--- config.mk ---
export PLATFORM = sky130hd
export DESIGN_NAME = dma_cmd_queue
export DESIGN_NICKNAME = d
export VERILOG_FILES = /design/src/rtl/dma_cmd_queue.sv
export SDC_FILE = /design/constraint.sdc
export NUM_CORES = 1
export LEC_CHECK = 0
export ABC_CLOCK_PERIOD_IN_PS = 7240
export CORE_UTILIZATION = 50
export DETAILED_ROUTE_END_ITERATION = 10
export GPL_TIMING_DRIVEN = 0
export PLACE_DENSITY_LB_ADDON = 0.15
export SYNTH_ARGS = -nofsm -noshare
export SYNTH_HDL_FRONTEND = slang
export SYNTH_SLANG_ARGS = --single-unit
--- constraint.sdc ---
create_clock -name clock -period 7.24 [get_ports clock]
set_input_delay 0.724 -clock clock [delete_from_list [all_inputs] [get_ports clock]]
set_output_delay 0.724 -clock clock [all_outputs]
set_load 0.01 [all_outputs]
--- src/rtl/dma_cmd_queue.sv ---
`default_nettype none
// ============================================================================
// Module   : dma_cmd_queue
// Purpose  : Descriptor FIFO that issues DMA transfers one at a time, with a
//            watchdog timeout and completion pulses.
// Revision : 1.0
// ============================================================================
module dma_cmd_queue #(
  parameter int ADDR_W  = 65,
  parameter int LEN_W   = 64,
  parameter int DEPTH   = 4,
  parameter int TIMEOUT = 1024
) (
  input  logic                       clock,
  input  logic                       reset,
  input  logic                       cmd_valid,
  output logic                       cmd_ready,
  input  logic [ADDR_W-1:0]          cmd_ram_addr,
  input  logic [ADDR_W-1:0]          cmd_disk_addr,
  input  logic [LEN_W-1:0]           cmd_amount,
  input  logic                       cmd_dir,
  output logic [ADDR_W-1:0]          RAM_address,
  output logic [ADDR_W-1:0]          Disk_address,
  output logic [LEN_W-1:0]           amount,
  output logic                       read,
  output logic                       write,
  output logic                       start,
  input  logic                       finish,
  output logic                       busy,
  output logic [$clog2(DEPTH):0]     queue_count,
  output logic                       done_pulse,
  output logic                       timeout_err
);

  localparam int PW = $clog2(DEPTH);
  localparam int CW = PW + 1;
  localparam int TW = $clog2(TIMEOUT);
  localparam int EW = 2 * ADDR_W + LEN_W + 1;

  typedef enum logic [1:0] {
    S_IDLE = 2'd0,
    S_LOAD = 2'd1,
    S_RUN  = 2'd2,
    S_DONE = 2'd3
  } state_t;

  state_t            state;
  logic [EW-1:0]     mem [DEPTH];
  logic [PW-1:0]     wr_ptr;
  logic [PW-1:0]     rd_ptr;
  logic [CW-1:0]     count;
  logic [TW-1:0]     wd_cnt;
  logic              armed;

  logic              push;
  logic              pop;
  logic [EW-1:0]     head;
  logic [ADDR_W-1:0] head_ram;
  logic [ADDR_W-1:0] head_disk;
  logic [LEN_W-1:0]  head_amt;
  logic              head_dir;

  assign cmd_ready   = (count < CW'(DEPTH));
  assign push        = cmd_valid && cmd_ready;
  assign pop         = (state == S_IDLE) && (count != '0);
  assign head        = mem[rd_ptr];
  assign head_ram    = head[ADDR_W-1:0];
  assign head_disk   = head[2*ADDR_W-1:ADDR_W];
  assign head_amt    = head[2*ADDR_W+LEN_W-1:2*ADDR_W];
  assign head_dir    = head[EW-1];
  assign queue_count = count;
  assign busy        = (state != S_IDLE);

  always_ff @(posedge clock) begin
    if (push) begin
      mem[wr_ptr] <= {cmd_dir, cmd_amount, cmd_disk_addr, cmd_ram_addr};
    end
  end

  always_ff @(posedge clock) begin
    if (reset) begin
      wr_ptr <= '0;
      rd_ptr <= '0;
      count  <= '0;
    end else begin
      if (push) wr_ptr <= wr_ptr + 1'b1;
      if (pop)  rd_ptr <= rd_ptr + 1'b1;
      case ({push, pop})
        2'b10:   count <= count + 1'b1;
        2'b01:   count <= count - 1'b1;
        default: count <= count;
      endcase
    end
  end

  always_ff @(posedge clock) begin
    if (reset) begin
      state        <= S_IDLE;
      RAM_address  <= '0;
      Disk_address <= '0;
      amount       <= '0;
      read         <= 1'b0;
      write        <= 1'b0;
      start        <= 1'b0;
      done_pulse   <= 1'b0;
      timeout_err  <= 1'b0;
      wd_cnt       <= '0;
      armed        <= 1'b0;
    end else begin
      done_pulse  <= 1'b0;
      timeout_err <= 1'b0;
      case (state)
        S_IDLE: begin
          if (pop) begin
            RAM_address  <= head_ram;
            Disk_address <= head_disk;
            amount       <= head_amt;
            if (head_amt == '0) begin
              // Zero-length transfers complete without ever touching the DMA
              done_pulse <= 1'b1;
              state      <= S_DONE;
            end else begin
              read  <= ~head_dir;
              write <= head_dir;
              state <= S_LOAD;
            end
          end
        end
        S_LOAD: begin
          start  <= 1'b1;
          wd_cnt <= '0;
          armed  <= 1'b0;
          state  <= S_RUN;
        end
        S_RUN: begin
          // A finish still high from the previous job must drop before it counts
          if (!finish) armed <= 1'b1;
          wd_cnt <= wd_cnt + 1'b1;
          if (finish && armed) begin
            start      <= 1'b0;
            read       <= 1'b0;
            write      <= 1'b0;
            done_pulse <= 1'b1;
            state      <= S_DONE;
          end else if (wd_cnt == TW'(TIMEOUT - 1)) begin
            start       <= 1'b0;
            read        <= 1'b0;
            write       <= 1'b0;
            timeout_err <= 1'b1;
            state       <= S_DONE;
          end
        end
        S_DONE: begin
          state <= S_IDLE;
        end
        default: begin
          state <= S_IDLE;
        end
      endcase
    end
  end

endmodule
`default_nettype wire

==> metrics <==
sequential area share after synthesis 0.7729; Finished Core Util 0.6341; drt first pass iters 5; worst-skew pair later-pin latency 0.66 ns; post-route insts no fill 3597; all-layer global routing usage 0.2294; final total power 18.00 mW; Congestion Overflow GR 0; CP Max Fanout 10; Row Count 98; Simple-Gate Fraction of Synth Area 0.05202; yosys warns 0; data arrival time at the worst-slack endpoint 4.56 ns; Mean Syn Cell Area 17.76 um2; first-pass GRT wire length 124000 um; H-tree depth 3; layout cells sized above 1 0.1567; placed wire-length estimate 54510 um; Clock Pin Slew Worst Setup and Hold Paths 0.06 ns; root buffer cell clkbuf_16; RSZ-0062 raised after global routing false; TritonCTS Buffers 101; via count 19550; initial drt markers 1355; core area 71360 um2; Req. time, crit path 7.81 ns; routed length per instance 23.17 um; max-slew violations 0; Max VDD drop 0.0003568 V; IO buf count 401; reg2reg setup slack 3.25 ns; Max Cap Viol 0; Synth area leader edfxtp_1; io pins 403; Slew HR 0.07901; Compound-Gate Fraction of Synth Area 0.03021; post-synthesis xor/xnor area fraction 0.002917; cell leakage power 14.66 nW; pin count of the biggest net entering global routing 54; Post-Synth Adder-Cell Area 0.003681; commonest cells after routing, fill and taps aside 780 x edfxtp_1, 401 x clkdlybuf4s50_1, 397 x nand2_1, 221 x dfxtp_1, 201 x a21oi_1; post-synthesis mux area share 0.1225; CTS resizes 0; Min Clock Period, post-route 3.993 ns; Syn Nets 2238; CTS tree yes; drc violations 0; Initial Util 0.5049; synthesized flop and latch total 1001; fmax 250.4 MHz; final wirelength 83340 um; Fill cells 5102; CP Launch Type flip-flop; Die W 270.4 um; status finished, final reports clean; Final Cycle Share 0.5515; Hold-fix buffers, CTS 0; Hold Path Class reg -> reg; Cells after DPL 3396; largest family of logic cells by synthesized area multiplexers; P&R area growth vs syn 25.60%; initial antenna violation count 21; Worst Skew 0.02215 ns; Distinct cells, synth 37; pwr dens 397.9 nW/um2; CTS Sinks 1001; most common cell after layout, fill and taps aside edfxtp_1; Setup CP Type reg -> reg; area share of the largest cell type after synthesis 0.6501; Setup Viol. Count Final 0; routed vias/inst 5.436; nets 2758; number of global-route vias before repair 19910; Synth area leaders edfxtp_1 65%, dfxtp_1 12%, mux4_2 12%, nand2_1 4.1%, a21oi_1 2.8%; Post-CTS Setup Inserts 0; RePlAce Congestion 0.7825; Slew @ Worst Pin 1.381 ns; crit end category flip-flop; Fin. Hold Viols 0; post-route ant nets 0; die area 73140 um2; synthesized area 36030 um2; CTS max path bufs 3; die height 270.4 um; Gate Count Post-Synth 2029
==> registers in the layout, indices dropped and copies added (netlist names), named ones only <==
signal        flops
mem             780
Disk_address     65
RAM_address      65
amount           64
wd_cnt           10
queue_count       3
rd_ptr            2
state             2
wr_ptr            2
armed             1
done_pulse        1
read              1
start             1
timeout_err       1
write             1
==> kinds of logic after synthesis <==
logic type	Yosys count
buffers and inverters	130
AO/OA/AOI/OAI	213
XOR/XNOR	12
flip-flops	1001
AND/OR/NAND/NOR	466
adder cells (fa/ha/maj)	10
multiplexers	197
==> worst paths after layout <==
check	from	to	cells past startpoint
worst max-delay path	flip-flop	state[1]	9
worst min-delay path	RAM_address[5]	RAM_address[5]	2
worst max register to register	flip-flop	state[1]	9
worst min register to register	RAM_address[5]	RAM_address[5]	2
==> synthesized netlist by cell type <==
cell type    n
xnor2_1      3
nor2b_1      1
or3_1        2
nor3_1       2
a21oi_1    201
nor2_1      23
a2bb2oi_1    1
inv_1       15
a21o_1       1
dfxtp_1    221
a32oi_1      1
a31oi_1      2
nand2_1    397
buf_1       12
nor4_4       1
mux4_2     195
and2_1       6
and3_1       2
clkbuf_1    64
o21ai_0      3
fa_1         1
nand4_1      9
nand2b_1     4
ha_1         9
nand3_1      2
o22ai_1      2
xor2_1       9
inv_2        1
buf_4        1
buf_2       32
edfxtp_1   780
mux2i_1      1
nor4_1      17
a211oi_1     1
mux2_2       1
buf_6        5
o211a_1      1
==> cell type report <==
type / count / area [um2] / share of cell area
inverters: 16 / 60.06 / 0.001327
diodes: 11 / 27.53 / 0.0006083
well taps: 950 / 1189 / 0.02627
flip-flops and latches: 1001 / 27850 / 0.6154
multi-input cells: 898 / 7624 / 0.1685
plain buffers: 114 / 509.2 / 0.01125
clock buffers: 137 / 2825 / 0.06243
clock inverters: 53 / 732.0 / 0.01617
repair buffers: 417 / 4439 / 0.09810
==> layer usage <==
layer  vias to the layer above  GRT usage  share of wire  routed length, um
met2                       587     0.3865           0.51              42730
met4                        24    0.06809          0.024               1967
met1                      9956     0.2919           0.39              32670
li1                       8838          -              -                  -
met3                       149    0.06117          0.070               5816
met5                         -          0         0.0019                161
==> power by group <==
part / switching (mW) / internal (mW) / total [mW]
combinational: 2.68 / 2.15 / 4.83
sequential: 0.406 / 7.30 / 7.70
clock: 2.15 / 3.32 / 5.47
==> per-stage QoR <==
| step | cell area, um2 | TNS [ns] | hold slack (ns) | setup WS (ns) |
|---|---|---|---|---|
| final | 45250 | 0 | 0.4541 | 3.247 |
| after global routing | 45240 | 0 | 0.4686 | 2.997 |
| after CTS | 45220 | 0 | 0.4536 | 3.164 |
| after detailed placement | 41670 | 0 | 0.4453 | 3.185 |
| after global placement | 41230 | -2719.62 | 0.4409 | -3.532 |
| after floorplan | 36030 | 0 | 0.4499 | 1.113 |
==> critical path, cell delays in order, from the launching register on <==
cell and delay [ns]:
dfxtp_1 0.30, clkbuf_1 0.29, clkbuf_1 0.54, clkbuf_1 0.60, mux4_2 0.50, nor4_1 0.37, nand4_1 0.35, nor4_4 0.54
mux2i_1 0.16, a211oi_1 0.24
Power figures use the tool's default switching activity.
